File: config.mk
export PLATFORM = sky130hd
export DESIGN_NAME = moment_calc_unit
export DESIGN_NICKNAME = d
export VERILOG_FILES = /design/src/rtl/moment_calc_unit.sv
export SDC_FILE = /design/constraint.sdc
export NUM_CORES = 1
export LEC_CHECK = 0
export ABC_AREA = 1
export ABC_CLOCK_PERIOD_IN_PS = 10000
export CAP_MARGIN = 20
export CORE_MARGIN = 2
export CORE_UTILIZATION = 25
export DETAILED_ROUTE_END_ITERATION = 8
export PLACE_DENSITY = 0.43
export SLEW_MARGIN = 20
export SYNTH_ARGS = -nofsm -noshare
export SYNTH_HDL_FRONTEND = slang
export SYNTH_SLANG_ARGS = --single-unit
File: constraint.sdc
create_clock -name Clk -period 10 [get_ports Clk]
set_input_delay 2 -clock Clk [delete_from_list [all_inputs] [get_ports Clk]]
set_output_delay 2 -clock Clk [all_outputs]
set_load 0.1 [all_outputs]
File: src/rtl/moment_calc_unit.sv
// -----------------------------------------------------------------------------
// moment_calc_unit
// Moment stage of the D2Q9 LBM pipeline. Streams the 9 fin populations of
// every lattice cell and writes density p and momenta p*ux, p*uy per cell.
//
// Ports
//   Clk        in   clock, rising edge
//   Reset      in   asynchronous active-high reset
//   start      in   1-cycle pulse, starts a full-grid pass (IDLE only)
//   fin_cell   out  fin read address, cell index
//   fin_dir    out  fin read address, direction 0..8
//   fin_re     out  fin read strobe, data returns one cycle later
//   fin_rdata  in   fin sample for the previous cycle's address
//   mom_addr   out  cell index for the moment write
//   mom_we     out  common write strobe for the p/pux/puy memories
//   p_wdata    out  sum_k f_k
//   pux_wdata  out  sum_k cx_k*f_k
//   puy_wdata  out  sum_k cy_k*f_k
//   busy       out  high while a pass is in flight
//   done       out  1-cycle pulse after the final cell is written
// -----------------------------------------------------------------------------
module moment_calc_unit #(
    parameter int unsigned DATA_WIDTH    = 32,
    parameter int unsigned GRID_DIM      = 16*16,
    parameter int unsigned ADDRESS_WIDTH = $clog2(GRID_DIM)
) (
    input  logic                     Clk,
    input  logic                     Reset,
    input  logic                     start,
    output logic [ADDRESS_WIDTH-1:0] fin_cell,
    output logic [3:0]               fin_dir,
    output logic                     fin_re,
    input  logic [DATA_WIDTH-1:0]    fin_rdata,
    output logic [ADDRESS_WIDTH-1:0] mom_addr,
    output logic                     mom_we,
    output logic [DATA_WIDTH-1:0]    p_wdata,
    output logic [DATA_WIDTH-1:0]    pux_wdata,
    output logic [DATA_WIDTH-1:0]    puy_wdata,
    output logic                     busy,
    output logic                     done
);

    localparam int unsigned Q = 9;
    localparam logic [3:0]               LAST_DIR  = 4'(Q - 1);
    localparam logic [ADDRESS_WIDTH-1:0] LAST_CELL = ADDRESS_WIDTH'(GRID_DIM - 1);

    typedef enum logic [2:0] {
        S_IDLE,
        S_RUN,
        S_DRAIN_0,
        S_DRAIN_1,
        S_DONE
    } state_t;

    state_t r_state;
    state_t w_state_next;

    logic [ADDRESS_WIDTH-1:0] r_cell;
    logic [3:0]               r_dir;
    logic                     w_last_issue;

    logic [ADDRESS_WIDTH-1:0] r_fin_cell;
    logic [3:0]               r_fin_dir;
    logic                     r_fin_re;

    logic                     r_tag_valid;
    logic [3:0]               r_tag_dir;
    logic [ADDRESS_WIDTH-1:0] r_tag_cell;

    logic [DATA_WIDTH-1:0]    r_acc_p;
    logic [DATA_WIDTH-1:0]    r_acc_pux;
    logic [DATA_WIDTH-1:0]    r_acc_puy;
    logic [DATA_WIDTH-1:0]    w_p_base;
    logic [DATA_WIDTH-1:0]    w_pux_base;
    logic [DATA_WIDTH-1:0]    w_puy_base;
    logic [DATA_WIDTH-1:0]    w_p_next;
    logic [DATA_WIDTH-1:0]    w_pux_next;
    logic [DATA_WIDTH-1:0]    w_puy_next;

    logic [ADDRESS_WIDTH-1:0] r_mom_addr;
    logic                     r_mom_we;
    logic [DATA_WIDTH-1:0]    r_p_wdata;
    logic [DATA_WIDTH-1:0]    r_pux_wdata;
    logic [DATA_WIDTH-1:0]    r_puy_wdata;
    logic                     r_busy;
    logic                     r_done;

    assign w_last_issue = (r_state == S_RUN) && (r_dir == LAST_DIR) && (r_cell == LAST_CELL);

    // State register
    always_ff @(posedge Clk or posedge Reset) begin
        if (Reset) begin
            r_state <= S_IDLE;
        end else begin
            r_state <= w_state_next;
        end
    end

    // Next-state logic
    always_comb begin
        w_state_next = r_state;
        case (r_state)
            S_IDLE:    if (start) w_state_next = S_RUN;
            S_RUN:     if (w_last_issue) w_state_next = S_DRAIN_0;
            S_DRAIN_0: w_state_next = S_DRAIN_1;
            S_DRAIN_1: w_state_next = S_DONE;
            S_DONE:    w_state_next = S_IDLE;
            default:   w_state_next = S_IDLE;
        endcase
    end

    // Read address walk: dir 0..8 within a cell, then next cell
    always_ff @(posedge Clk or posedge Reset) begin
        if (Reset) begin
            r_cell <= '0;
            r_dir  <= '0;
        end else if (r_state == S_RUN) begin
            if (r_dir == LAST_DIR) begin
                r_dir  <= '0;
                r_cell <= (r_cell == LAST_CELL) ? '0 : r_cell + ADDRESS_WIDTH'(1);
            end else begin
                r_dir <= r_dir + 4'd1;
            end
        end else begin
            r_cell <= '0;
            r_dir  <= '0;
        end
    end

    // Registered read port; the address is forced to 0 when idle
    always_ff @(posedge Clk or posedge Reset) begin
        if (Reset) begin
            r_fin_re   <= 1'b0;
            r_fin_cell <= '0;
            r_fin_dir  <= '0;
        end else begin
            r_fin_re   <= (r_state == S_RUN);
            r_fin_cell <= (r_state == S_RUN) ? r_cell : '0;
            r_fin_dir  <= (r_state == S_RUN) ? r_dir : '0;
        end
    end

    // Tag travels one cycle behind the read so it lines up with fin_rdata
    always_ff @(posedge Clk or posedge Reset) begin
        if (Reset) begin
            r_tag_valid <= 1'b0;
            r_tag_dir   <= '0;
            r_tag_cell  <= '0;
        end else begin
            r_tag_valid <= r_fin_re;
            r_tag_dir   <= r_fin_dir;
            r_tag_cell  <= r_fin_cell;
        end
    end

    // Weighted accumulation: dir 0 restarts the sums, each weight is add/sub/hold
    always_comb begin
        w_p_base   = (r_tag_dir == 4'd0) ? '0 : r_acc_p;
        w_pux_base = (r_tag_dir == 4'd0) ? '0 : r_acc_pux;
        w_puy_base = (r_tag_dir == 4'd0) ? '0 : r_acc_puy;
        w_p_next   = w_p_base + fin_rdata;
        w_pux_next = w_pux_base;
        w_puy_next = w_puy_base;
        case (r_tag_dir)
            4'd1: w_pux_next = w_pux_base + fin_rdata;
            4'd2: w_puy_next = w_puy_base + fin_rdata;
            4'd3: w_pux_next = w_pux_base - fin_rdata;
            4'd4: w_puy_next = w_puy_base - fin_rdata;
            4'd5: begin
                w_pux_next = w_pux_base + fin_rdata;
                w_puy_next = w_puy_base + fin_rdata;
            end
            4'd6: begin
                w_pux_next = w_pux_base - fin_rdata;
                w_puy_next = w_puy_base + fin_rdata;
            end
            4'd7: begin
                w_pux_next = w_pux_base - fin_rdata;
                w_puy_next = w_puy_base - fin_rdata;
            end
            4'd8: begin
                w_pux_next = w_pux_base + fin_rdata;
                w_puy_next = w_puy_base - fin_rdata;
            end
            default: ;
        endcase
    end

    // Accumulators and moment write port; final sums are captured on the dir-8 sample
    always_ff @(posedge Clk or posedge Reset) begin
        if (Reset) begin
            r_acc_p     <= '0;
            r_acc_pux   <= '0;
            r_acc_puy   <= '0;
            r_mom_we    <= 1'b0;
            r_mom_addr  <= '0;
            r_p_wdata   <= '0;
            r_pux_wdata <= '0;
            r_puy_wdata <= '0;
        end else begin
            r_mom_we <= r_tag_valid && (r_tag_dir == LAST_DIR);
            if (r_tag_valid) begin
                r_acc_p   <= w_p_next;
                r_acc_pux <= w_pux_next;
                r_acc_puy <= w_puy_next;
                if (r_tag_dir == LAST_DIR) begin
                    r_mom_addr  <= r_tag_cell;
                    r_p_wdata   <= w_p_next;
                    r_pux_wdata <= w_pux_next;
                    r_puy_wdata <= w_puy_next;
                end
            end
        end
    end

    // Status: busy covers RUN and DRAIN one cycle late, done follows DONE
    always_ff @(posedge Clk or posedge Reset) begin
        if (Reset) begin
            r_busy <= 1'b0;
            r_done <= 1'b0;
        end else begin
            r_busy <= (r_state != S_IDLE) && (r_state != S_DONE);
            r_done <= (r_state == S_DONE);
        end
    end

    assign fin_cell  = r_fin_cell;
    assign fin_dir   = r_fin_dir;
    assign fin_re    = r_fin_re;
    assign mom_addr  = r_mom_addr;
    assign mom_we    = r_mom_we;
    assign p_wdata   = r_p_wdata;
    assign pux_wdata = r_pux_wdata;
    assign puy_wdata = r_puy_wdata;
    assign busy      = r_busy;
    assign done      = r_done;

endmodule
## After elaboration in Yosys (flattened, before gate mapping)

Index checks and enable logic that the tools add are counted.

- Add/sub/neg operators: 7
- Multipliers: 0
- Divide/modulo/power cells: 0
- $lt $le $gt $ge: 0
- Equal/unequal tests: 18
- Shift operators: 0
- Mux-type cells: 15
- Bitwise gates (word level): 0
- Reductions and logical operators: 13

Operator list:

| operator | count |
|---|---|
| one-hot mux 32 bit (2 select lines) | 2 |
| adder 32 bit | 3 |
| two-way mux 32 bit | 3 |
| subtractor 32 bit | 2 |
| two-way mux 8 bit | 4 |
| == test 4 x 3 -> 1 bit, second input constant | 4 |
| two-way mux 4 bit | 3 |
| one-hot mux 3 bit (4 select lines) | 1 |
| OR reduction 3 bit | 4 |
| adder 8 x 1 -> 8 bit, second input constant | 1 |
| == test 4 x 2 -> 1 bit, second input constant | 2 |
| == test 4 bit, second input constant | 2 |
| == test 8 bit, second input constant | 1 |
| == test 3 x 2 -> 1 bit, second input constant | 2 |
| two-way mux 3 bit | 2 |
| adder 4 x 1 -> 4 bit, second input constant | 1 |
| == test 4 x 1 -> 1 bit, second input constant | 1 |
| logical AND 1 bit | 4 |
| logical NOT 4 bit | 1 |
| != test 2 bit, second input constant | 2 |
| AND reduction 2 bit | 2 |
| == test 3 x 1 -> 1 bit, second input constant | 1 |
| == test 3 bit, second input constant | 1 |
| logical NOT 3 bit | 1 |
| 3 further kinds | 3 |

- Flip-flop bits (word level): 244
- Bits in latches: 0
- Bits in writable memories: 0
- Memory bits (read-only): 0
- Bits of input ports: 35
- Memories kept: 0

## Depth between registers and ports, before layout

- Depth after elaboration: 5
- Gate-level depth with buffers: 24
- Mapped depth without buffers: 24

## Worst setup path before layout

Ideal clock, no wire load.

- Path type: input-to-reg
- Start: in fin_rdata[1]
- End: reg r_acc_pux[24]
- Arrival time: 4.480 ns
- Data required time: 9.867 ns
- Path slack: 5.387 ns
- Stages: 22
- Path through: inv_1 ha_1 inv_1 nor2_2 nand2_1 nor2_2 nand4_1 nor2_1 inv_1 o21ai_1 o21ai_0 ha_1 nand2_1 nor2_1 inv_2 nor3_2 nand3_1 or2_1 nand4_1 nand3_1 nand3_1 o21ai_0

- Cells in the longest elaborated chain, start to end: 2
- Elaborated cells on any way between the ends: 3
- Those cells by class: 2 x add/sub; 1 x mux

RTL lines:

| item | line | text |
|---|---|---|
| start: declaration | 33 | `input logic [DATA_WIDTH-1:0] fin_rdata,` |
| adder 32 bit / subtractor 32 bit (equally long branches) | - |  |
| one-hot mux 32 bit (2 select lines) * | 164 | `case (r_tag_dir)` |
| end signal: assignment | 204 | `r_acc_pux <= w_pux_next;` |
| end: declaration | 71 | `logic [DATA_WIDTH-1:0] r_acc_pux;` |

Mark *: on every way between the ends. The rest lies on a longest branch, timed or not.
A chain may end at the register's enable or synchronous reset.

## Worst setup path after layout

- Start: in fin_rdata[0]
- End: reg r_puy_wdata[24], in the netlist puy_wdata[24]

- Cells in the longest elaborated chain, start to end: 2
- Elaborated cells on any way between the ends: 3
- Those cells by class: 2 x add/sub; 1 x mux

RTL lines:

| item | line | text |
|---|---|---|
| subtractor 32 bit / adder 32 bit (equally long branches) | - |  |
| one-hot mux 32 bit (2 select lines) * | 164 |  |
| end signal: assignment | 210 | `r_puy_wdata <= w_puy_next;` |
| end: declaration | 84 | `logic [DATA_WIDTH-1:0] r_puy_wdata;` |

Marked as above.

==> summary.txt <==
Run status
  • Outcome: complete, no violations

Place
  • Port Buffer Count: 154
  • Global placement routability congestion: 0.872
  • Placement Setup Slack: 3550 ps
  • DP Area: 0.0198 mm^2
  • Placed cells: 3579
  • Final HPWL DP: 49.1 mm

Critical path
  • Worst R2R End: r_acc_puy[26]
  • WP data required: 10530 ps
  • CP arrival: 6410 ps
  • Critical Path Source Type: input pin
  • Critical path peak fanout: 5
  • Kind of end point of the critical path: flip-flop
  • Critical path class: in -> reg
  • R2R Path Start: r_tag_dir[0]
  • R2R cell count: 21
  • FF-to-FF setup slack: 5280 ps

Logic synthesis
  • Post-synth cell types: 48
  • EDFF count, synth: 0
  • Async set-reset flop share out of synthesis: 100%
  • Post-Syn Nets: 2701
  • Main synth FF type: dfrtp_1
  • Avg Inst Size Synth: 6.78 um^2
  • Syn Std Cell Area: 0.0174 mm^2
  • Syn. warnings: 0
  • Sequential share of the synthesized area: 35.1%
  • Mapped Cells: 2566
  • Number of synthesized register bits: 244

Flow run
  • Max-cap violations: 0

Clock network
  • # hold bufs at CTS: 0
  • Post-CTS setup buffers: 0
  • Post-CTS sizing: 0
  • Clock-pin slew on the worst setup and hold paths: 60 ps
  • Clock sink count: 244
  • Cts bufs inserted: 31
  • Worst-Skew Late Latency: 610 ps
  • Max Root-Sink Buffers: 3
  • TritonCTS clock tree: done
  • Root buf cell: clkbuf_16
  • H-tree levels: 1

GRT
  • Largest net degree at the start of global routing: 142
  • Initial antenna violation count: 1
  • GRT Util Overall: 17.6%
  • Vias in the first global route: 16400
  • First-pass GRT wire length: 98.0 mm
  • Grt ovf: 0

Cells and area
  • Layout cells sized above 1: 4.32%
  • Fill cells: 7661
  • Synth-to-layout area growth: 20.0%
  • Most common cell after layout, fill and taps aside: nand2_1
  • Most frequent cells in the layout: nand2_1 (670), inv_1 (299), o21ai_0 (293), nor2_1 (269), dfrtp_1 (243)
  • Final Cell Area: 0.0209 mm^2
  • Ant. Diodes: 0
  • Layout Utilization: 30.4%
  • Final nets: 2816
  • Finished Layout Cells: 3637

Floorplanning
  • Total core area: 0.0687 mm^2
  • Starting Density: 25.3%
  • Std cell rows: 96
  • Top Ports: 155
  • Die ar.: 0.0717 mm^2
  • Die H: 268 um
  • Chip width: 268 um

Timing
  • Max Slew Vio Count: 0
  • Worst-margin pin slew: 1110 ps
  • TNS Setup: 0 ps
  • Min cycle time layout: 5870 ps
  • Skew final: 17.2 ps
  • Slew headroom: 25.5%
  • Worst setup margin: 4130 ps
  • Tcrit/Tclk final: 58.7%
  • Final setup fails: 0
  • FMAX: 0.170 GHz
  • RSZ-0062 raised after global routing: false
  • Final Hold Fails: 0

Routing
  • Routed len/inst: 17.5 um
  • Remaining antenna violation count after routing: 0
  • Drt pass-1 iters: 5
  • Routed wire length: 63.6 mm
  • Vias post-DR: 16800
  • Vias/cell: 4.63
  • DR iter-0 viols: 1192
  • DR DRC count: 0

Power
  • Leakage: 9.69 nW
  • Peak supply drop: 192 uV
  • Power Density: 191 mW/mm^2

Min path
  • Hold worst-path end: r_tag_cell[4]
  • Hold Crit Start: fin_cell[4]
  • Hold path depth: 0
  • HP Class: reg -> reg
where the power goes:
group          internal (mW)  switching, mW
Sequential              1.18         0.0870
Combinational          0.423           1.14
Clock                  0.670          0.484
Total                   2.28           1.71
flip-flops by register name, indices dropped and copies added, names as in the netlist, 3 cells and up:
register,flops
r_tag_dir,4
r_acc_p,32
r_acc_pux,32
p_wdata,32
mom_addr,8
pux_wdata,32
fin_cell,8
r_dir,4
fin_dir,4
r_tag_cell,8
r_acc_puy,32
r_cell,8
r_state,3
puy_wdata,32
stage by stage:
step                hold WS (ps)  power (mW)
finish                       372        3.98
floorplan                    425        2.39
detailed placement           359        2.85
CTS                          375        4.04
global placement             361        2.84
global route                 392        4.30
synthesized netlist by cell type (3+ instances only):
| cell type | count | area share, % |
|---|---|---|
| a31oi_1 | 9 | 0.32 |
| nor2_4 | 3 | 0.19 |
| clkbuf_1 | 34 | 0.73 |
| or2_0 | 5 | 0.18 |
| o211ai_1 | 5 | 0.22 |
| fa_1 | 3 | 0.35 |
| a21o_1 | 11 | 0.47 |
| dfrtp_1 | 244 | 35 |
| xnor2_1 | 18 | 0.91 |
| o21ai_2 | 9 | 0.45 |
| nand3b_1 | 9 | 0.39 |
| or2_2 | 8 | 0.29 |
| a21oi_2 | 3 | 0.15 |
| ha_1 | 97 | 7.0 |
| inv_1 | 300 | 6.5 |
| nor3_1 | 30 | 0.86 |
| buf_1 | 11 | 0.24 |
| nor2_1 | 269 | 5.8 |
| a21oi_1 | 125 | 3.6 |
| buf_2 | 31 | 0.89 |
| nand3_1 | 232 | 6.7 |
| nor2_2 | 5 | 0.18 |
| xor2_1 | 38 | 1.9 |
| or2_1 | 5 | 0.18 |
| o21a_1 | 7 | 0.30 |
| nor4_1 | 8 | 0.29 |
| inv_2 | 12 | 0.26 |
| o22ai_1 | 5 | 0.18 |
| nand2_2 | 8 | 0.29 |
| o21bai_1 | 11 | 0.47 |
| clkbuf_2 | 4 | 0.12 |
| nand2_1 | 670 | 14 |
| o21ai_1 | 18 | 0.52 |
| o21ai_0 | 293 | 8.4 |
| nand4_1 | 10 | 0.36 |
critical path, cell delays in order:
cell	delay, ps
clkdlybuf4s50_1	630
inv_1	190
ha_1	210
inv_1	80
nor2_2	130
nand2_1	110
nor3_1	240
nand3_1	170
nor2_1	180
xor2_1	110
o21ai_0	420
ha_1	390
nand2_1	200
o21ai_0	200
a21oi_1	170
nand3_1	190
nand2_1	100
inv_1	40
o21ai_0	340
nand3_1	190
nand2_1	110
logic make-up (layout without fill, tap and decap cells):
family | Yosys count | in the layout | share of synthesized area, %
simple gates | 1267 | 1267 | 30.4
compound gates | 505 | 505 | 15.6
buf+inv | 394 | 534 | 8.77
flops | 244 | 244 | 35.1
fa+ha+maj | 100 | 100 | 7.32
xor+xnor | 56 | 56 | 2.82
metal layers:
metal  GRT usage, %  wire length (um)  vias to the layer above  share of wire, %
li1               -                 -                     8608                 -
met1           25.1             31300                     7845                49
met2           28.4             28300                      315                44
met3           2.32              2790                       58               4.4
met4           3.82              1230                        2               1.9
met5              0                13                        -             0.020
worst max path at each step:
stage                            start       endpoint  slack (ps)  depth (start not counted)
after floorplan                  Reset           busy        1300                          1
after global routing      fin_rdata[0]  puy_wdata[24]        3890                         21
after detailed placement  fin_rdata[0]  puy_wdata[24]        3550                         21
after global placement    fin_rdata[0]  puy_wdata[24]        3520                         21
after CTS                 fin_rdata[0]  puy_wdata[24]        4180                         21
final                     fin_rdata[0]  puy_wdata[24]        4130                         21
area by class of cell:
type	instances	area [um^2]	share of cell area, %
clock buffer	44	885	4.23
clock inverter	14	153	0.731
timing repair buffer	163	1630	7.78
multi-input combinational	1928	9770	46.8
inverter	313	1190	5.68
tap	931	1160	5.58
sequential	244	6110	29.2
No activity file was read; power rests on OpenSTA's default activity.
